--- src/rtl/fmul_result_stage.sv ---
// Result stage behind the single-precision multiplier: in-order FIFO of {result, flags, tag}
// with sticky RISC-V fflags accumulated on commit. Optional bypass: FMUL_RESULT_BYPASS_EN.
module fmul_result_stage #(
  parameter int DEPTH = 2,
  parameter int TAG_W = 5
) (
  input  logic                       clk,
  input  logic                       rst_n,
  input  logic                       in_valid,
  output logic                       in_ready,
  input  logic [31:0]                in_result,
  input  logic [3:0]                 in_flags,
  input  logic [TAG_W-1:0]           in_tag,
  output logic                       out_valid,
  input  logic                       out_ready,
  output logic [31:0]                out_result,
  output logic [3:0]                 out_flags,
  output logic [TAG_W-1:0]           out_tag,
  input  logic                       fflags_clr,
  output logic [4:0]                 fflags,
  output logic [$clog2(DEPTH):0]     count
);

  localparam int PW = $clog2(DEPTH);
  localparam int CW = PW + 1;
  localparam int EW = 32 + 4 + TAG_W;

  logic [EW-1:0] mem_reg [DEPTH];
  logic [PW-1:0] wr_ptr_reg, rd_ptr_reg;
  logic [CW-1:0] count_reg, count_next;
  logic [4:0]    fflags_reg, fflags_next;
  logic [EW-1:0] head;
  logic          fifo_valid;
  logic          bypass;
  logic          do_push, do_pop, commit;

  assign head       = mem_reg[rd_ptr_reg];
  assign fifo_valid = (count_reg != '0);
  assign in_ready   = (count_reg != CW'(DEPTH));

`ifdef FMUL_RESULT_BYPASS_EN
  // An empty stage with a ready consumer hands the product straight through.
  assign bypass = (count_reg == '0) && in_valid && out_ready;

  always_comb begin
    out_valid                       = fifo_valid;
    {out_result, out_flags, out_tag} = head;
    if (bypass) begin
      out_valid  = 1'b1;
      out_result = in_result;
      out_flags  = in_flags;
      out_tag    = in_tag;
    end
  end
`else
  assign bypass = 1'b0;

  always_comb begin
    out_valid                        = fifo_valid;
    {out_result, out_flags, out_tag} = head;
  end
`endif

  assign do_push = in_valid && in_ready && !bypass;
  assign do_pop  = fifo_valid && out_ready;
  assign commit  = out_valid && out_ready;

  always_comb begin
    count_next = count_reg;
    case ({do_push, do_pop})
      2'b10:   count_next = count_reg + 1'b1;
      2'b01:   count_next = count_reg - 1'b1;
      default: count_next = count_reg;
    endcase
  end

  // Clear is applied before the committed flags are ORed in, so a colliding commit survives.
  always_comb begin
    fflags_next = fflags_clr ? 5'b00000 : fflags_reg;
    if (commit)
      fflags_next = fflags_next | {out_flags[3], 1'b0, out_flags[2:0]};
  end

  always_ff @(posedge clk or negedge rst_n) begin
    if (!rst_n) begin
      wr_ptr_reg <= '0;
      rd_ptr_reg <= '0;
      count_reg  <= '0;
      fflags_reg <= '0;
      for (int i = 0; i < DEPTH; i++)
        mem_reg[i] <= '0;
    end else begin
      if (do_push) begin
        mem_reg[wr_ptr_reg] <= {in_result, in_flags, in_tag};
        wr_ptr_reg          <= wr_ptr_reg + 1'b1;
      end
      if (do_pop)
        rd_ptr_reg <= rd_ptr_reg + 1'b1;
      count_reg  <= count_next;
      fflags_reg <= fflags_next;
    end
  end

  assign count  = count_reg;
  assign fflags = fflags_reg;

endmodule

--- config.mk ---
export PLATFORM = sky130hd
export DESIGN_NAME = fmul_result_stage
export DESIGN_NICKNAME = d
export VERILOG_FILES = /design/src/rtl/fmul_result_stage.sv
export SDC_FILE = /design/constraint.sdc
export NUM_CORES = 1
export LEC_CHECK = 0
export BUFFER_PORTS_ARGS = -buffer_cell sky130_fd_sc_hd__buf_2
export CORE_AREA = 2 2 83 105
export CTS_CLUSTER_SIZE = 28
export DETAILED_ROUTE_END_ITERATION = 10
export DIE_AREA = 0 0 85 107
export PLACE_DENSITY = 0.83
export SETUP_SLACK_MARGIN = 0.15
export SLEW_MARGIN = 10
export SYNTH_ARGS = -nofsm -noshare
export SYNTH_HDL_FRONTEND = slang
export SYNTH_SLANG_ARGS = --single-unit
--- constraint.sdc ---
create_clock -name clk -period 1.9 [get_ports clk]
set_input_delay 0.38 -clock clk [delete_from_list [all_inputs] [get_ports clk]]
set_output_delay 0.38 -clock clk [all_outputs]
set_load 0.03 [all_outputs]
==> results of run 1 <==
==> cell usage after synthesis (all sizes together), types with 2 or more instances <==
master and count:
inv 2, buf 16, xnor2 4, dfrtp 90, mux2 123, a22o 4
==> what timing repair did <==
action	CTS	global route
hold buffers	1	0
setup endpoints to repair	41	42
gates resized for setup	66	12
cloned	0	0
endpoints found under the hold margin	24	0
==> critical path, stage by stage, from the launching register on <==
cell     delay [ns]
dfrtp_2        0.41
buf_12         0.20
mux2_2         0.36
buf_4          0.17
==> per-layer routing <==
| layer | global-route usage, % | vias up | part of all wire (%) |
|---|---|---|---|
| li1 | - | 1070 | - |
| met2 | 32.9 | 50 | 53 |
| met4 | 10.5 | 0 | 2.4 |
| met5 | 0 | - | 0 |
| met1 | 23.9 | 1217 | 42 |
| met3 | 2.85 | 10 | 3.0 |
==> area by class of cell <==
class                      instances  area, um2  share of cell area, %
multi-input combinational        141       1860                   35.2
tap                               97        121                   2.30
timing repair buffer             103        836                   15.8
clock inverter                     3       65.1                   1.23
sequential                        90       2250                   42.7
clock buffer                      12        135                   2.56
inverter                           2       7.51                  0.142
==> report_power, final <==
part / internal, mW / leakage, nW / switching [mW]
Sequential: 2.91 / 1.06 / 0.587
Clock: 0.734 / 0.100 / 0.625
Combinational: 3.70 / 1.38 / 3.17
==> layout by cell type, fill, tap and decap left out, types with 2 or more instances in the layout <==
cell       count
a22o_1         4
buf_12         7
buf_2         56
buf_4          9
buf_6         30
bufinv_16      2
clkbuf_1       3
clkbuf_8       9
dfrtp_1       89
inv_1          2
mux2_2        36
mux2_4        87
xnor2_1        4
==> how the worst min path moves through the flow <==
| stage | start | endpoint | depth (start not counted) |
|---|---|---|---|
| 2_1_floorplan | rst_n | count[0] | 0 |
| 3_3_place_gp | rst_n | mem_reg[43] | 1 |
| 3_5_place_dp | rst_n | mem_reg[5] | 1 |
| 4_1_cts | in_result[31] | mem_reg[81] | 2 |
| 5_1_grt | in_flags[3] | mem_reg[8] | 2 |
| 6_report | in_result[31] | mem_reg[81] | 2 |
==> cells by family (layout without fill, tap and decap cells) <==
logic type,after synthesis,after routing,share of synthesized area (%)
muxes,123,123,39.2
DFF,90,90,52.3
buffers and inverters,18,120,5.18
and+or+nand+nor,6,6,0.989
AOI/OAI and AO/OA,5,5,0.930
xor gates and xnor gates,5,5,1.02
adders and majority gates,1,1,0.291
other,1,1,0.0872
==> run_results.csv, run 1 <==
group,metric,value,unit
cts,clkTransAtPathRegs,0.08,ns
floorplanning,initial_core_util,53.1,%
logic_synthesis,synth.net_count,296,
floorplanning,die_h,107,um
detailed_routing,via_per_inst,5.24,
place,place_area,4820,um2
power_and_ir_drop,leakagePower,2.54,nW
detailed_routing,drc,0,
setup_path,r2r-end,"mem_reg[11]",
place,dp_hpwl,5330,um
logic_synthesis,ys_warn_count,0,
sta,slew_viol_final,0,
hold_path,hp-class,"input pin to register",
logic_synthesis,avgSynthCellArea,17.3,um2
final_layout,fin_area,5280,um2
sta,tns,0,ns
final_layout,drive_gt1_share,68.9,%
cts,cts.sinks,90,
setup_path,cp-start-kind,"register",
logic_synthesis,synth_cell_type_count,20,
floorplanning,rows,37,
setup_path,r2r_setup_slack,0.30,ns
setup_path,critPathLaunch,"rd_ptr_reg",
cts,cts_tree,"done",
detailed_routing,drt-initial-drc-count,68,
logic_synthesis,synthCells,249,
setup_path,crit_fanout,22,
cts,cts_setup_buffers,0,
grt,grt_pass1_wl,13600,um
detailed_routing,first_pass_iters,2,
sta,min_period,1.89,ns
cts,clock-root-buffer,"clkbuf_8",
outcome,status,"completed",
sta,rsz0062_at_grt,"yes",
logic_synthesis,synth_area_leader_cell,"dfrtp_1",
run,maxCapViolCount,0,
grt,gr-usage-all-layers,19.5,%
grt,grt_pass1_vias,2704,
place,port-buffer-count,94,
logic_synthesis,syn_area,4300,um2
grt,grt_antenna_before_repair,0,
sta,final-setup-viol-count,0,
setup_path,crit_end,"out_result[1]",
floorplanning,coreArea,8100,um2
sta,whs,0.261,ns
power_and_ir_drop,p_total,11.7,mW
grt,overflow,0,
setup_path,crit_path_end_kind,"primary output",
final_layout,final_nets,394,
final_layout,final_util,65.1,%
logic_synthesis,synth_edf_count,0,
grt,grt_start_max_net_pins,47,
sta,setup_ws,0.0109,ns
final_layout,instances_no_fill,448,
setup_path,arrival,1.51,ns
logic_synthesis,ys.flop_type,"dfrtp_1",
place,placed_cells,432,
setup_path,reg2reg_depth,4,
cts,ctsHtreeMaxLevel,3,
final_layout,syn_to_final_growth,22.6,%
setup_path,required,1.52,ns
detailed_routing,wl_per_cell,18.1,um
sta,fmax,529,MHz
cts,cts.path.max_buffers,2,
sta,period_share,99.4,%
logic_synthesis,synthTopCellsByArea,"dfrtp_1 52%, mux2_4 28%, mux2_2 11%",
setup_path,crit_type,"register to primary output",
logic_synthesis,ys_ff_latch,90,
logic_synthesis,synth.yosys.seq_area_share,52.3,%
detailed_routing,num_vias,2347,
power_and_ir_drop,cellPowerDensity,2220,nW/um2
floorplanning,die_w,85,um
logic_synthesis,async_reset_ff_share,100,%
place,post-place-ws,0.209,ns
final_layout,insertedDiodeCount,0,
power_and_ir_drop,peakVddDrop,1.40,mV
sta,hold_viol_final,0,
final_layout,fillers,566,
cts,clk_latency,0.36,ns
setup_path,worstReg2RegStart,"count[0]",
detailed_routing,finalWirelength,8090,um
logic_synthesis,yosys.area.top_type_share,52.3,%
detailed_routing,antenna_left,0,
place,gp_congestion,0.770,
sta,fin_worst_skew,0.00585,ns
cts,cts_buffers,9,
final_layout,largest_reg_flops,82,
floorplanning,ioPinCount,96,
floorplanning,dieArea,9100,um2
Power figures use the tool's default switching activity.
==> inputs of run 2 (changes only) <==
--- a/config.mk
+++ b/config.mk
@@ -6,11 +6,12 @@
 export NUM_CORES = 1
 export LEC_CHECK = 0
 export BUFFER_PORTS_ARGS = -buffer_cell sky130_fd_sc_hd__buf_2
-export CORE_AREA = 2 2 83 105
+export CORE_AREA = 2 2 87 110
 export CTS_CLUSTER_SIZE = 28
 export DETAILED_ROUTE_END_ITERATION = 10
-export DIE_AREA = 0 0 85 107
-export PLACE_DENSITY = 0.83
+export DIE_AREA = 0 0 89 112
+export PLACE_DENSITY = 0.8
+export REMOVE_ABC_BUFFERS = 1
 export SETUP_SLACK_MARGIN = 0.15
 export SLEW_MARGIN = 10
 export SYNTH_ARGS = -nofsm -noshare
==> constraint.sdc (replaced) <==
create_clock -name clk -period 1.6 [get_ports clk]
set_input_delay 0.32 -clock clk [delete_from_list [all_inputs] [get_ports clk]]
set_output_delay 0.32 -clock clk [all_outputs]
set_load 0.03 [all_outputs]
==> run_results.csv, run 2 (synthesis gave the netlist of run 1 again) <==
group,metric,value,unit
setup_path,required,1.28,ns
setup_path,worstReg2RegStart,"count[0]",
setup_path,path_cells,"buf_12, mux2_2, buf_4",
final_layout,final_util,64.4,%
setup_path,slowest_stage,"dfrtp_2",
place,port-buffer-count,94,
setup_path,crit_path_end_kind,"primary output",
floorplanning,die_h,112,um
floorplanning,initial_core_util,47.9,%
final_layout,drive_gt1_share,73.2,%
final_layout,final_nets,415,
sta,fmax,546,MHz
grt,gr-usage-all-layers,18.8,%
setup_path,reg2reg_depth,4,
grt,grt_pass1_vias,2778,
power_and_ir_drop,p_total,15.2,mW
final_layout,final_common_cell,"dfrtp_1",
floorplanning,ioPinCount,96,
final_layout,syn_to_final_growth,34.4,%
sta,setup_ws,-0.230,ns
detailed_routing,drt-initial-drc-count,50,
sta,fin_worst_skew,0.00545,ns
grt,grt_antenna_before_repair,0,
floorplanning,dieArea,9970,um2
sta,rsz0062_at_grt,"yes",
place,place_area,4920,um2
sta,min_period,1.83,ns
grt,grt_pass1_wl,14200,um
final_layout,final_cell_mix,"88 x dfrtp_1, 85 x mux2_4, 48 x buf_2",
floorplanning,die_w,89,um
detailed_routing,wl_per_cell,18.1,um
grt,overflow,0,
setup_path,r2r-end,"mem_reg[34]",
detailed_routing,num_vias,2484,
detailed_routing,via_per_inst,5.01,
setup_path,crit_type,"register to primary output",
floorplanning,rows,39,
cts,clkTransAtPathRegs,0.06,ns
setup_path,arrival,1.51,ns
final_layout,fin_area,5780,um2
detailed_routing,antenna_left,0,
cts,cts_tree,"done",
cts,clk_latency,0.33,ns
power_and_ir_drop,cellPowerDensity,2630,nW/um2
hold_path,hp-class,"input pin to asynchronous set/reset pin",
setup_path,crit_fanout,28,
setup_path,cp_top_family,"flip-flops",
outcome,status,"complete, but fails checks",
setup_path,cp_slowest_stage_delay,0.41,ns
final_layout,largest_reg_flops,82,
cts,cts.path.max_buffers,2,
cts,cts_buffers,9,
setup_path,r2r_setup_slack,0.07,ns
cts,ctsHtreeMaxLevel,3,
run,maxCapViolCount,0,
power_and_ir_drop,leakagePower,2.75,nW
cts,clock-root-buffer,"clkbuf_16",
floorplanning,coreArea,8980,um2
sta,period_share,114,%
grt,grt_start_max_net_pins,91,
final_layout,insertedDiodeCount,0,
grt,grtUsageMet2,31.0,%
detailed_routing,finalWirelength,8970,um
sta,slew_viol_final,0,
cts,cts.sinks,90,
detailed_routing,first_pass_iters,4,
sta,final-setup-viol-count,41,
grt,use_met3,5.26,%
setup_path,cp-start-kind,"register",
place,post-place-ws,0.0932,ns
power_and_ir_drop,peakVddDrop,1.57,mV
outcome,violations,"setup timing",
grt,met1_usage,24.1,%
setup_path,path_buf_inv,2,
cts,hold_buffers,0,
place,dp_hpwl,5300,um
detailed_routing,drc,0,
place,gp_congestion,0.719,
sta,hold_viol_final,0,
grt,grt.busiest_layer,"met2",
## run 2: changes by cell type in the layout (fill, tap and decap cells not counted), sizes merged
cell,change
clkinv,+1
buf,+19
bufinv,-1
clkinvlp,+2
dlygate4sd3,-1
clkbuf,+2
## run 2: power by group
part | switching, mW | internal [mW] | total [mW]
sequential | 0.697 | 3.46 | 4.16
combinational | 3.98 | 5.02 | 8.99
clock | 0.828 | 1.21 | 2.03
## run 2: through the flow
| stage | hold slack (ns) | setup TNS [ns] | instances |
|---|---|---|---|
| detailed placement | 0.401 | 0 | 462 |
| finish | 0.0303 | -8.40 | 496 |
| CTS | 0.0451 | -8.80 | 490 |
| floorplan | 0.0244 | -124.01 | 233 |
| global placement | 0.391 | 0 | 462 |
| global route | 0.0365 | -10.31 | 496 |
## run 2: timing repair
item,CTS,global route
endpoints found under the setup margin,124,128
cloned,5,3
pin swaps,3,6
setup buffers,7,3
resized for setup,78,16
## run 2: worst max path at each step
| stage | startpoint | end | depth (start not counted) |
|---|---|---|---|
| after global placement | count[1] | mem_reg[42] | 4 |
| after global routing | rd_ptr_reg | out_result[21] | 3 |
| after floorplan | count[0] | mem_reg[40] | 3 |
| final | rd_ptr_reg | out_result[6] | 3 |
| after detailed placement | count[1] | mem_reg[0] | 4 |
| after CTS | rd_ptr_reg | out_flags[2] | 3 |
## run 2: area by class of cell
class,instances,area [um2]
Timing Repair Buffer,124,1180
Clock inverter,5,55.1
Inverter,2,7.51
Tap cell,123,154
Multi-Input combinational cell,141,1900
Fill cell,699,3200
Clock buffer,11,233
Sequential cell,90,2250
## run 2: worst reg2reg max path, stage by stage (launching register included)
cell	delay, ns
dfrtp_1	0.40
nand2b_4	0.16
and3_4	0.34
clkbuf_16	0.21
mux2_4	0.30
## run 2: metal layers
| layer | routed length [um] | share of wire [%] | up-vias |
|---|---|---|---|
| met3 | 400 | 4.5 | 9 |
| met2 | 4640 | 52 | 58 |
| li1 | - | - | 1118 |
| met1 | 3840 | 43 | 1299 |
| met5 | 0 | 0 | - |
| met4 | 85 | 0.95 | 0 |
==> inputs of run 3 (changes only) <==
--- a/config.mk
+++ b/config.mk
@@ -5,11 +5,12 @@
 export SDC_FILE = /design/constraint.sdc
 export NUM_CORES = 1
 export LEC_CHECK = 0
-export BUFFER_PORTS_ARGS = -buffer_cell sky130_fd_sc_hd__buf_2
+export BUFFER_PORTS_ARGS = -buffer_cell sky130_fd_sc_hd__buf_4
 export CORE_AREA = 2 2 87 110
 export CTS_CLUSTER_SIZE = 28
 export DETAILED_ROUTE_END_ITERATION = 10
 export DIE_AREA = 0 0 89 112
+export MAX_ROUTING_LAYER = met4
 export PLACE_DENSITY = 0.8
 export REMOVE_ABC_BUFFERS = 1
 export SETUP_SLACK_MARGIN = 0.15
==> run_results.csv, run 3 (synthesis gave the netlist of run 1 again) <==
group,metric,value,unit
power_and_ir_drop,p_total,16.1,mW
floorplanning,die_h,112,um
floorplanning,ioPinCount,96,
run,maxCapViolCount,0,
setup_path,r2r_setup_slack,-0.06,ns
sta,hold_viol_final,7,
sta,fin_worst_skew,0.00445,ns
outcome,violations,"hold timing, setup timing",
detailed_routing,wl_per_cell,18.6,um
grt,grt_pass1_vias,2757,
floorplanning,initial_core_util,47.9,%
power_and_ir_drop,leakagePower,2.94,nW
cts,cts_buffers,9,
final_layout,final_util,68.8,%
outcome,status,"complete, but fails checks",
cts,cts_tree,"done",
place,placed_cells,462,
grt,overflow,0,
grt,grt_pass1_wl,14500,um
cts,clk_latency,0.33,ns
setup_path,critPathLaunch,"rd_ptr_reg",
floorplanning,coreArea,8980,um2
sta,period_share,113,%
floorplanning,die_w,89,um
place,port-buffer-count,94,
setup_path,required,1.28,ns
final_layout,final_common_cell,"mux2_4",
setup_path,r2r-end,"mem_reg[61]",
detailed_routing,drt-initial-drc-count,86,
detailed_routing,finalWirelength,9410,um
sta,fmax,554,MHz
cts,hold_buffers,0,
final_layout,fin_area,6170,um2
final_layout,drive_gt1_share,73.8,%
place,place_area,5130,um2
floorplanning,rows,39,
setup_path,worstReg2RegStart,"count[0]",
final_layout,largest_reg_flops,82,
sta,worst_pin_slew,0.504,ns
final_layout,insertedDiodeCount,0,
final_layout,final_cell_mix,"97 x mux2_4, 88 x dfrtp_1, 65 x buf_4",
sta,slew_viol_final,0,
setup_path,crit_fanout,22,
setup_path,reg2reg_depth,7,
floorplanning,dieArea,9970,um2
grt,grt_antenna_before_repair,0,
cts,cts.path.max_buffers,2,
hold_path,hp-class,"input pin to asynchronous set/reset pin",
final_layout,syn_to_final_growth,43.5,%
detailed_routing,antenna_left,0,
cts,ctsHtreeMaxLevel,3,
setup_path,crit_type,"register to primary output",
power_and_ir_drop,cellPowerDensity,2610,nW/um2
detailed_routing,via_per_inst,4.95,
setup_path,crit_path_end_kind,"primary output",
cts,clock-root-buffer,"clkbuf_16",
final_layout,instances_no_fill,505,
grt,grt_start_max_net_pins,91,
setup_path,crit_end,"out_tag[4]",
place,gp_congestion,0.710,
setup_path,slowest_stage,"dfrtp_2",
setup_path,path_cells,"buf_12, mux2_2, buf_4",
sta,final-setup-viol-count,47,
sta,whs,-0.0238,ns
place,dp_hpwl,5370,um
setup_path,arrival,1.48,ns
setup_path,cp-start-kind,"register",
setup_path,cp_slowest_stage_delay,0.42,ns
grt,gr-usage-all-layers,19.7,%
detailed_routing,drc,0,
sta,min_period,1.80,ns
detailed_routing,num_vias,2500,
detailed_routing,first_pass_iters,4,
power_and_ir_drop,peakVddDrop,1.54,mV
sta,rsz0062_at_grt,"yes",
final_layout,final_nets,425,
sta,setup_ws,-0.205,ns
cts,cts.sinks,90,
sta,max-slew-margin-rel,66.4,%
cts,clkTransAtPathRegs,0.06,ns
## run 3: per-stage QoR
stage | setup WS (ns) | TNS, ns
detailed placement | 0.0712 | 0
CTS | -0.207 | -6.96
global placement | 0.140 | 0
finish | -0.205 | -6.63
floorplan | -1.40 | -124.01
global route | -0.229 | -8.83
## run 3: critical path: cells and delay by family, from the launching register on
family | cells | cell delay (ns)
flops | 1 | 0.42
buf+inv | 2 | 0.36
mux | 1 | 0.36
## run 3: repair_timing
action | CTS | global route
setup buffers | 11 | 6
endpoints found under the setup margin | 125 | 127
cloned | 8 | 3
pin swaps | 2 | 1
gates resized for setup | 66 | 23
## run 3: layout make-up
class                   count  area [um2]
repair buffers            134        1520
clock inverters             3        40.0
well taps                 123         154
fillers                   639        2800
multi-input cells         141        1950
inverters                   2        7.51
clock buffers              12         246
flip-flops and latches     90        2250
## run 3: worst min path at each step
| stage | startpoint | end | cells past startpoint |
|---|---|---|---|
| 2_1_floorplan | rst_n | count[0] | 0 |
| 3_3_place_gp | rst_n | mem_reg[81] | 2 |
| 3_5_place_dp | rst_n | mem_reg[62] | 2 |
| 4_1_cts | rst_n | mem_reg[62] | 2 |
| 5_1_grt | rst_n | mem_reg[62] | 2 |
| 6_report | rst_n | mem_reg[62] | 2 |
## run 3: per-layer routing
| layer | wire (um) | part of all wire [%] | global-route usage [%] | vias up |
|---|---|---|---|---|
| met5 | 0 | 0 | - | - |
| met4 | 168 | 1.8 | 7.76 | 0 |
| met3 | 338 | 3.6 | 3.26 | 13 |
| met2 | 4590 | 49 | 29.5 | 64 |
| met1 | 4310 | 46 | 26.9 | 1287 |
| li1 | - | - | - | 1136 |
## run 3: power breakdown
part           switching [mW]  leakage (nW)  internal (mW)  total [mW]
combinational            4.14          1.73           5.66        9.80
sequential              0.742          1.06           3.47        4.21
clock                   0.839         0.142           1.24        2.08
total                    5.72          2.94           10.4        16.1
